File: src/rtl/pipe_hazard_ctrl_pkg.sv
// Shared constants and types for the pipeline hazard controller.
//   PAUSE_ENABLE     : active level of every pause/flush control line
//   REG_NONE         : register address meaning "no register"
//   WAIT_MAX_DEFAULT : default bound on memory-wait cycles before forced release
//   state_e          : controller state encoding (RUN / MEM_WAIT)
package pipe_hazard_ctrl_pkg;

    localparam logic       PAUSE_ENABLE     = 1'b1;
    localparam logic [3:0] REG_NONE         = 4'hF;
    localparam int         WAIT_MAX_DEFAULT = 15;

    typedef enum logic {
        ST_RUN      = 1'b0,
        ST_MEM_WAIT = 1'b1
    } state_e;

endpackage

File: src/rtl/pipe_hazard_ctrl_hazard_cmp.sv
// Per-operand load-use comparator.
// Flags a hit when the EXE-stage instruction is a load whose destination is a
// real register, and the ID-stage instruction reads that same register
// through this operand.
//   src_addr : ID-stage operand register address
//   src_use  : ID-stage instruction reads this operand
//   wb_load  : EXE-stage instruction is a load
//   wb_addr  : EXE-stage destination register
//   hit      : load-use dependency on this operand
module hazard_cmp
    import pipe_hazard_ctrl_pkg::*;
(
    input  logic [3:0] src_addr,
    input  logic       src_use,
    input  logic       wb_load,
    input  logic [3:0] wb_addr,
    output logic       hit
);

    assign hit = wb_load & src_use & (wb_addr != REG_NONE) & (src_addr == wb_addr);

endmodule

File: src/rtl/pipe_hazard_ctrl.sv
// Pipeline hazard controller.
// Produces same-cycle (Mealy) pause/flush controls for a 5-stage pipeline:
// load-use bubbles, taken-jump flushes, and instruction-memory conflicts where
// the MEM stage borrows the fetch port until the memory acknowledges (or a
// bounded wait expires).
//   clk, rst                      : clock, synchronous active-high reset
//   ID_SRC_A/B_ADDR, ID_SRC_A/B_USE : ID-stage source operands
//   EXE_LOAD, EXE_WB_ADDR         : EXE-stage load and its destination
//   EXE_JUMP                      : taken branch/jump resolved in EXE
//   MEM_IM_ACCESS, MEM_ACK        : MEM-stage instruction-memory access / completion
//   *_PAUSE, *_FLUSH              : pipeline register controls
//   TIMEOUT                       : sticky, set on a forced release
//   STALL_CNT                     : saturating count of PC_PAUSE cycles
//   STATE                         : debug view, 0 = RUN, 1 = MEM_WAIT
module pipe_hazard_ctrl
    import pipe_hazard_ctrl_pkg::*;
#(
    parameter int WAIT_MAX = WAIT_MAX_DEFAULT
) (
    input  logic        clk,
    input  logic        rst,
    input  logic [3:0]  ID_SRC_A_ADDR,
    input  logic        ID_SRC_A_USE,
    input  logic [3:0]  ID_SRC_B_ADDR,
    input  logic        ID_SRC_B_USE,
    input  logic        EXE_LOAD,
    input  logic [3:0]  EXE_WB_ADDR,
    input  logic        EXE_JUMP,
    input  logic        MEM_IM_ACCESS,
    input  logic        MEM_ACK,
    output logic        PC_PAUSE,
    output logic        IF_ID_PAUSE,
    output logic        IF_ID_FLUSH,
    output logic        ID_EXE_PAUSE,
    output logic        ID_EXE_FLUSH,
    output logic        EXE_MEM_PAUSE,
    output logic        MEM_WB_FLUSH,
    output logic        TIMEOUT,
    output logic [15:0] STALL_CNT,
    output logic        STATE
);

    state_e     state, state_next;
    logic [3:0] wait_cnt, wait_cnt_next;
    logic       timeout_set;
    logic       hit_a, hit_b, load_use;
    logic       forced;

    hazard_cmp u_cmp_a (
        .src_addr (ID_SRC_A_ADDR),
        .src_use  (ID_SRC_A_USE),
        .wb_load  (EXE_LOAD),
        .wb_addr  (EXE_WB_ADDR),
        .hit      (hit_a)
    );

    hazard_cmp u_cmp_b (
        .src_addr (ID_SRC_B_ADDR),
        .src_use  (ID_SRC_B_USE),
        .wb_load  (EXE_LOAD),
        .wb_addr  (EXE_WB_ADDR),
        .hit      (hit_b)
    );

    assign load_use = hit_a | hit_b;

    // wait_cnt holds the number of completed, unreleased wait cycles, so the
    // WAIT_MAX-th cycle spent in MEM_WAIT is the forced release cycle.
    assign forced = (wait_cnt == 4'(WAIT_MAX - 1));

    always_comb begin
        state_next    = state;
        wait_cnt_next = wait_cnt;
        timeout_set   = 1'b0;
        PC_PAUSE      = 1'b0;
        IF_ID_PAUSE   = 1'b0;
        IF_ID_FLUSH   = 1'b0;
        ID_EXE_PAUSE  = 1'b0;
        ID_EXE_FLUSH  = 1'b0;
        EXE_MEM_PAUSE = 1'b0;
        MEM_WB_FLUSH  = 1'b0;

        case (state)
            ST_RUN: begin
                // The memory conflict wins; a coincident jump or load-use is
                // still sitting in EXE/ID when the wait ends and is served then.
                if (MEM_IM_ACCESS) begin
                    PC_PAUSE      = PAUSE_ENABLE;
                    IF_ID_FLUSH   = PAUSE_ENABLE;
                    state_next    = ST_MEM_WAIT;
                    wait_cnt_next = 4'd0;
                end else if (EXE_JUMP) begin
                    IF_ID_FLUSH  = PAUSE_ENABLE;
                    ID_EXE_FLUSH = PAUSE_ENABLE;
                end else if (load_use) begin
                    PC_PAUSE     = PAUSE_ENABLE;
                    IF_ID_PAUSE  = PAUSE_ENABLE;
                    ID_EXE_FLUSH = PAUSE_ENABLE;
                end
            end
            ST_MEM_WAIT: begin
                if (MEM_ACK || forced) begin
                    state_next  = ST_RUN;
                    timeout_set = !MEM_ACK;
                    if (EXE_JUMP) begin
                        IF_ID_FLUSH  = PAUSE_ENABLE;
                        ID_EXE_FLUSH = PAUSE_ENABLE;
                    end else if (load_use) begin
                        PC_PAUSE     = PAUSE_ENABLE;
                        IF_ID_PAUSE  = PAUSE_ENABLE;
                        ID_EXE_FLUSH = PAUSE_ENABLE;
                    end else begin
                        // Fetch port is still busy with the memory access
                        // during this cycle, so the fetched slot is dropped.
                        PC_PAUSE    = PAUSE_ENABLE;
                        IF_ID_FLUSH = PAUSE_ENABLE;
                    end
                end else begin
                    PC_PAUSE      = PAUSE_ENABLE;
                    IF_ID_PAUSE   = PAUSE_ENABLE;
                    ID_EXE_PAUSE  = PAUSE_ENABLE;
                    EXE_MEM_PAUSE = PAUSE_ENABLE;
                    MEM_WB_FLUSH  = PAUSE_ENABLE;
                    wait_cnt_next = wait_cnt + 4'd1;
                end
            end
            default: state_next = ST_RUN;
        endcase

        if (rst) begin
            PC_PAUSE      = 1'b0;
            IF_ID_PAUSE   = 1'b0;
            IF_ID_FLUSH   = 1'b0;
            ID_EXE_PAUSE  = 1'b0;
            ID_EXE_FLUSH  = 1'b0;
            EXE_MEM_PAUSE = 1'b0;
            MEM_WB_FLUSH  = 1'b0;
        end
    end

    always_ff @(posedge clk) begin
        if (rst) begin
            state     <= ST_RUN;
            wait_cnt  <= 4'd0;
            TIMEOUT   <= 1'b0;
            STALL_CNT <= 16'd0;
        end else begin
            state    <= state_next;
            wait_cnt <= wait_cnt_next;
            if (timeout_set) begin
                TIMEOUT <= 1'b1;
            end
            if (PC_PAUSE == PAUSE_ENABLE && STALL_CNT != 16'hFFFF) begin
                STALL_CNT <= STALL_CNT + 16'd1;
            end
        end
    end

    assign STATE = state;

endmodule

File: config.mk
export PLATFORM = sky130hd
export DESIGN_NAME = pipe_hazard_ctrl
export DESIGN_NICKNAME = d
export VERILOG_FILES = /design/src/rtl/pipe_hazard_ctrl_pkg.sv /design/src/rtl/pipe_hazard_ctrl_hazard_cmp.sv /design/src/rtl/pipe_hazard_ctrl.sv
export SDC_FILE = /design/constraint.sdc
export NUM_CORES = 1
export LEC_CHECK = 0
export CAP_MARGIN = 20
export CORE_ASPECT_RATIO = 0.8
export CORE_UTILIZATION = 30
export DETAILED_ROUTE_END_ITERATION = 8
export GPL_TIMING_DRIVEN = 0
export HOLD_SLACK_MARGIN = 0.02
export SKIP_LAST_GASP = 1
export SYNTH_ARGS = -nofsm -noshare
export SYNTH_HDL_FRONTEND = slang
export SYNTH_SLANG_ARGS = --single-unit
File: constraint.sdc
create_clock -name clk -period 2.2 [get_ports clk]
set_clock_uncertainty 0.15 [all_clocks]
set_input_delay 0.33 -clock clk [delete_from_list [all_inputs] [get_ports clk]]
set_output_delay 0.33 -clock clk [all_outputs]
set_load 0.005 [all_outputs]
# Yosys cells after proc, flatten, opt, wreduce, memory -nomap -nowiden

Cells that the tools add are included.

Bits in registers: 22
Output and inout bits: 25
Word-level logic and storage cells: 58

Add/sub/neg operators: 2
Eq/ne operators: 7
Mux-type cells: 33
Bitwise operators: 8
Reductions and logical operators: 4

Operator list:

| cell                                                             | count |
|---|---|
| 1-bit 2-to-1 mux                                                 | 25 |
| 16-bit by 1-bit adder with 16-bit output (second input constant) | 1 |
| 16-bit inequality test (second input constant)                   | 1 |
| 1-bit case mux with 2 select lines                               | 5 |
| 4-bit equality test                                              | 2 |
| 4-bit 2-to-1 mux                                                 | 2 |
| 4-bit case mux with 2 select lines                               | 1 |
| 1-bit AND                                                        | 6 |
| 4-bit by 1-bit adder with 4-bit output (second input constant)   | 1 |
| 4-bit equality test (second input constant)                      | 1 |
| 2-bit inequality test (second input constant)                    | 2 |
| 4-bit inequality test (second input constant)                    | 1 |
| 2-bit AND reduction                                              | 1 |
| 1-bit logical AND                                                | 1 |
| 1-bit zero test                                                  | 1 |
| 1-bit logical OR                                                 | 1 |
| 1-bit inverter                                                   | 1 |
| 1-bit bitwise OR                                                 | 1 |

# Logic depth before layout (Yosys ltp)

Word-level depth: 10
Depth in mapped cells: 10
Depth with buffers taken out: 9

# Cells and area by module

From an unflattened synthesis, not the netlist that was laid out.

Cells, all modules: 164
Area, all modules: 1445.1 um^2

Modules (own cells, without submodules):

| module           | times used | cells an instance | area an instance (um^2) | seq. area each (um^2) |
|---|---|---|---|---|
| pipe_hazard_ctrl | 1          | 148               | 1320.0                  | 440.4 |
| hazard_cmp       | 2          | 8                 | 62.6                    | 0.0 |

# Least setup slack after synthesis

Ideal clock, no wire load.

Path type: reg2reg
Start point: register wait_cnt[0]
End point: register STALL_CNT[13]
Arrival: 1.927 ns
Setup slack: -0.005 ns
Cell stages (with the launch flop): 11
Buffers on the path: 1
Period minus slack after synthesis: 2.205 ns
Cells stage by stage: dfxtp_1 > inv_1 > ha_1 > and3_1 > nand3b_4 > and2_2 > a21boi_2 > buf_6 > a211oi_1 > xnor2_1 > nor2_1

Word-level cells in the longest chain between the ends: 6

RTL lines:

| item                               | RTL line                | source |
|---|---|---|
| start, declared                    | pipe_hazard_ctrl.sv:44  | `logic [3:0] wait_cnt, wait_cnt_next;` |
| start signal, assigned             | pipe_hazard_ctrl.sv:149 | `wait_cnt <= wait_cnt_next;` |
| 4-bit equality test                | pipe_hazard_ctrl.sv:69  | `assign forced = (wait_cnt == 4'(WAIT_MAX - 1));` |
| 1-bit logical OR                   | pipe_hazard_ctrl.sv:102 | `if (MEM_ACK \|\| forced) begin` |
| 1-bit 2-to-1 mux                   | pipe_hazard_ctrl.sv:102 |  |
| 1-bit case mux with 2 select lines | pipe_hazard_ctrl.sv:83  | `case (state)` |
| 1-bit 2-to-1 mux                   | pipe_hazard_ctrl.sv:130 | `if (rst) begin` |
| 1-bit logical AND                  | pipe_hazard_ctrl.sv:153 | `if (PC_PAUSE == PAUSE_ENABLE && STALL_CNT != 16'hFFFF) begin` |
| end signal, assigned               | pipe_hazard_ctrl.sv:154 | `STALL_CNT <= STALL_CNT + 16'd1;` |
| end, declared                      | pipe_hazard_ctrl.sv:39  | `output logic [15:0] STALL_CNT,` |

No other way between the ends.
A chain may end at the register's enable or synchronous reset.

# Worst setup path after layout

Start point: input port MEM_IM_ACCESS
End point: output port ID_EXE_FLUSH

Word-level cells in the longest chain between the ends: 3

RTL lines:

| item                               | RTL line                | source |
|---|---|---|
| start, declared                    | pipe_hazard_ctrl.sv:29  | `input logic MEM_IM_ACCESS,` |
| 1-bit 2-to-1 mux                   | pipe_hazard_ctrl.sv:87  | `if (MEM_IM_ACCESS) begin` |
| 1-bit case mux with 2 select lines | pipe_hazard_ctrl.sv:83  |  |
| 1-bit 2-to-1 mux                   | pipe_hazard_ctrl.sv:130 |  |
| end, declared                      | pipe_hazard_ctrl.sv:35  | `output logic ID_EXE_FLUSH,` |

No other way between the ends.

==> results.cfg <==
[grt]
grt_pass1_wl_um = 5600
grt_start_max_net_pins = 12
grt_pass1_vias = 1180
grt_usage = 0.151
grt_overflow_total = 0
antenna_found_initial = 0

[logic_synthesis]
yosysSeqAreaShare = 0.328
syn_inst = 157
avgSynthCellArea_um2 = 8.55
yosysMostFrequentCell = nor2_1
synthArstFlopShare = 0
synth_common_cells = nor2_1, dfxtp_1, xnor2_1
synth_edf_count = 0
synth_flop_cell = dfxtp_1
synth_compound_gate_area_share = 0.180
synthDistinctLibCells = 35
syn_nets = 180
synth_fa_ha_area_frac = 0.0280
synth_top_area_cell = dfxtp_1
synth_xor_area_frac = 0.137
syn-cell-area_um2 = 1340
synth_simple_gate_area_share = 0.261
synth_warnings = 0
synth_top_family_by_area = simple AND/OR/NAND/NOR gates
synth_area_leaders = dfxtp_1, xnor2_1, nor2_1
synth-seq-cells = 22
netlist.area_leader.share = 0.328
synth.area.mux_share = 0.0158

[detailed_routing]
wl_per_cell_um = 12.6
drc = 0
via_per_inst = 4.64
vias = 1280
wl_um = 3460
drt_pre_antenna_iters = 4
drt.antenna.violating_nets = 0
drt_iter0_drc = 96

[worst_setup_path]
critPathCaptureType = primary output
worstSetupPathType = in2out
start_kind = primary input
critPathArrivalTime_ns = 1.79
cp.required_ns = 1.72
crit_fanout = 4

[sta]
worst_slew_pin_slew_ns = 0.561
fin_crit_sh = 1.03
relSlewSlack = 0.626
hold_slack_ns = 0.309
timing.final.ws_setup_ns = -0.0732
period_needed_ns = 2.27
max_freq_mhz = 440
rsz0062_at_grt = true
finalSetupTns_ns = -0.318
finalHoldViolCount = 0
finalSetupViolCount = 9
slew_viol_final = 0

[cells_and_area]
seq_area_um2 = 444
area_growth_pct = 62.0
multi_input_area_um2 = 1030
nNetsFinal = 244
drive_gt1_frac = 0.347
final_cells = 276
antenna_cells = 0
nFillCells = 388

[min_path]
hold_class = in2reg

[clocking]
clkLatencyLatePin_ns = 0.26
clkTransAtPathRegs_ns = 0.08
htree_levels = 1
cts_buffer_depth = 2
clkSinkCount = 22
cts_buffers = 3
tritoncts = built
hold_buffers = 0
clock-root-buffer = clkbuf_8

[pwr]
powerDensity_nw_per_um2 = 410
ir_drop_mv = 0.285
leakage_nw = 0.811

[floorplan]
coreArea_um2 = 4230
dieArea_um2 = 4750
dieWidth_um = 76.8
num_rows = 21
ios = 45
start_util = 0.317
die_h_um = 61.8

[placement]
pre_cts_ws_ns = -0.879
dpl.cell_count = 257
place_congestion = 0.727
io_buffers = 43
dpl.hpwl_um = 2420

[run_status]
status = complete, but fails checks
violations = negative setup slack

[flow_run]
cap_violations = 0
[layer usage]
metal | vias up | wire (um) | global-route usage
li1 | 665 | - | -
met4 | 0 | 26 | 0.0330
met5 | - | 0 | 0
met3 | 4 | 119 | 0.0380
met1 | 588 | 1760 | 0.207
met2 | 23 | 1560 | 0.244
[logic make-up after synthesis]
| family | count (synthesis) |
|---|---|
| AOI/OAI and AO/OA | 30 |
| and+or+nand+nor | 67 |
| xor gates and xnor gates | 21 |
| DFF | 22 |
| adders and majority gates | 3 |
| buffers and inverters | 12 |
| muxes | 2 |
[where the power goes]
group	internal, mW	switching [mW]
registers	0.407	0.0134
clock network	0.122	0.123
logic	0.125	0.101
[layout make-up]
type                    instances  area share
multi-input cells             123       0.472
repair buffers                 61       0.248
flip-flops and latches         22       0.204
well taps                      57      0.0328
clock buffers                   3      0.0190
plain buffers                   6      0.0173
inverters                       4     0.00690
[registers in the layout, indices dropped and copies added (netlist names)]
name / flops
wait_cnt: 4
STATE: 1
TIMEOUT: 1
STALL_CNT: 16
[per-stage QoR]
stage / instance area [um^2] / utilization / total power, mW
final: 2170 / 0.514 / 0.892
after global routing: 2170 / 0.514 / 0.942
after CTS: 1980 / 0.468 / 0.851
after detailed placement: 1840 / 0.436 / 0.590
after global placement: 1840 / 0.436 / 0.588
after floorplan: 1340 / - / 0.506
[worst paths after layout]
kind	start	endpoint	slack [ns]	cells after the start
worst max-delay path	MEM_IM_ACCESS	ID_EXE_FLUSH	-0.07	6
worst min-delay path	rst	STALL_CNT[12]$_SDFFE_PP0P_	0.31	2
worst max register to register	wait_cnt[0]$_SDFFE_PP0P_	STALL_CNT[2]$_SDFFE_PP0P_	-0.06	12
worst min register to register	TIMEOUT$_SDFFE_PP0P_	TIMEOUT$_SDFFE_PP0P_	0.32	2
[worst max-delay path, stage by stage]
cell	delay (ns)
clkdlybuf4s50_1	0.44
nand2b_1	0.13
nand2b_1	0.14
nor2_1	0.13
o21a_1	0.12
clkdlybuf4s50_1	0.50
[layout by cell type (no fill, tap or decap), drive strengths merged, types with 5 or more instances in the layout]
cell / instances
nor3: 5
a31oi: 6
dlygate4sd2: 6
xor2: 8
dfxtp: 22
clkdlybuf4s50: 25
nand2: 12
a21oi: 11
xnor2: 13
nand3: 7
clkbuf: 12
buf: 27
a211oi: 7
nor2: 25
[what timing repair did]
item / CTS / global route
gates resized for setup: 57 / 41
cloned: 0 / 1
pin swaps: 17 / 21
setup buffers: 10 / 7
endpoints found under the setup margin: 22 / 20
No activity file was read; power rests on OpenSTA's default activity.
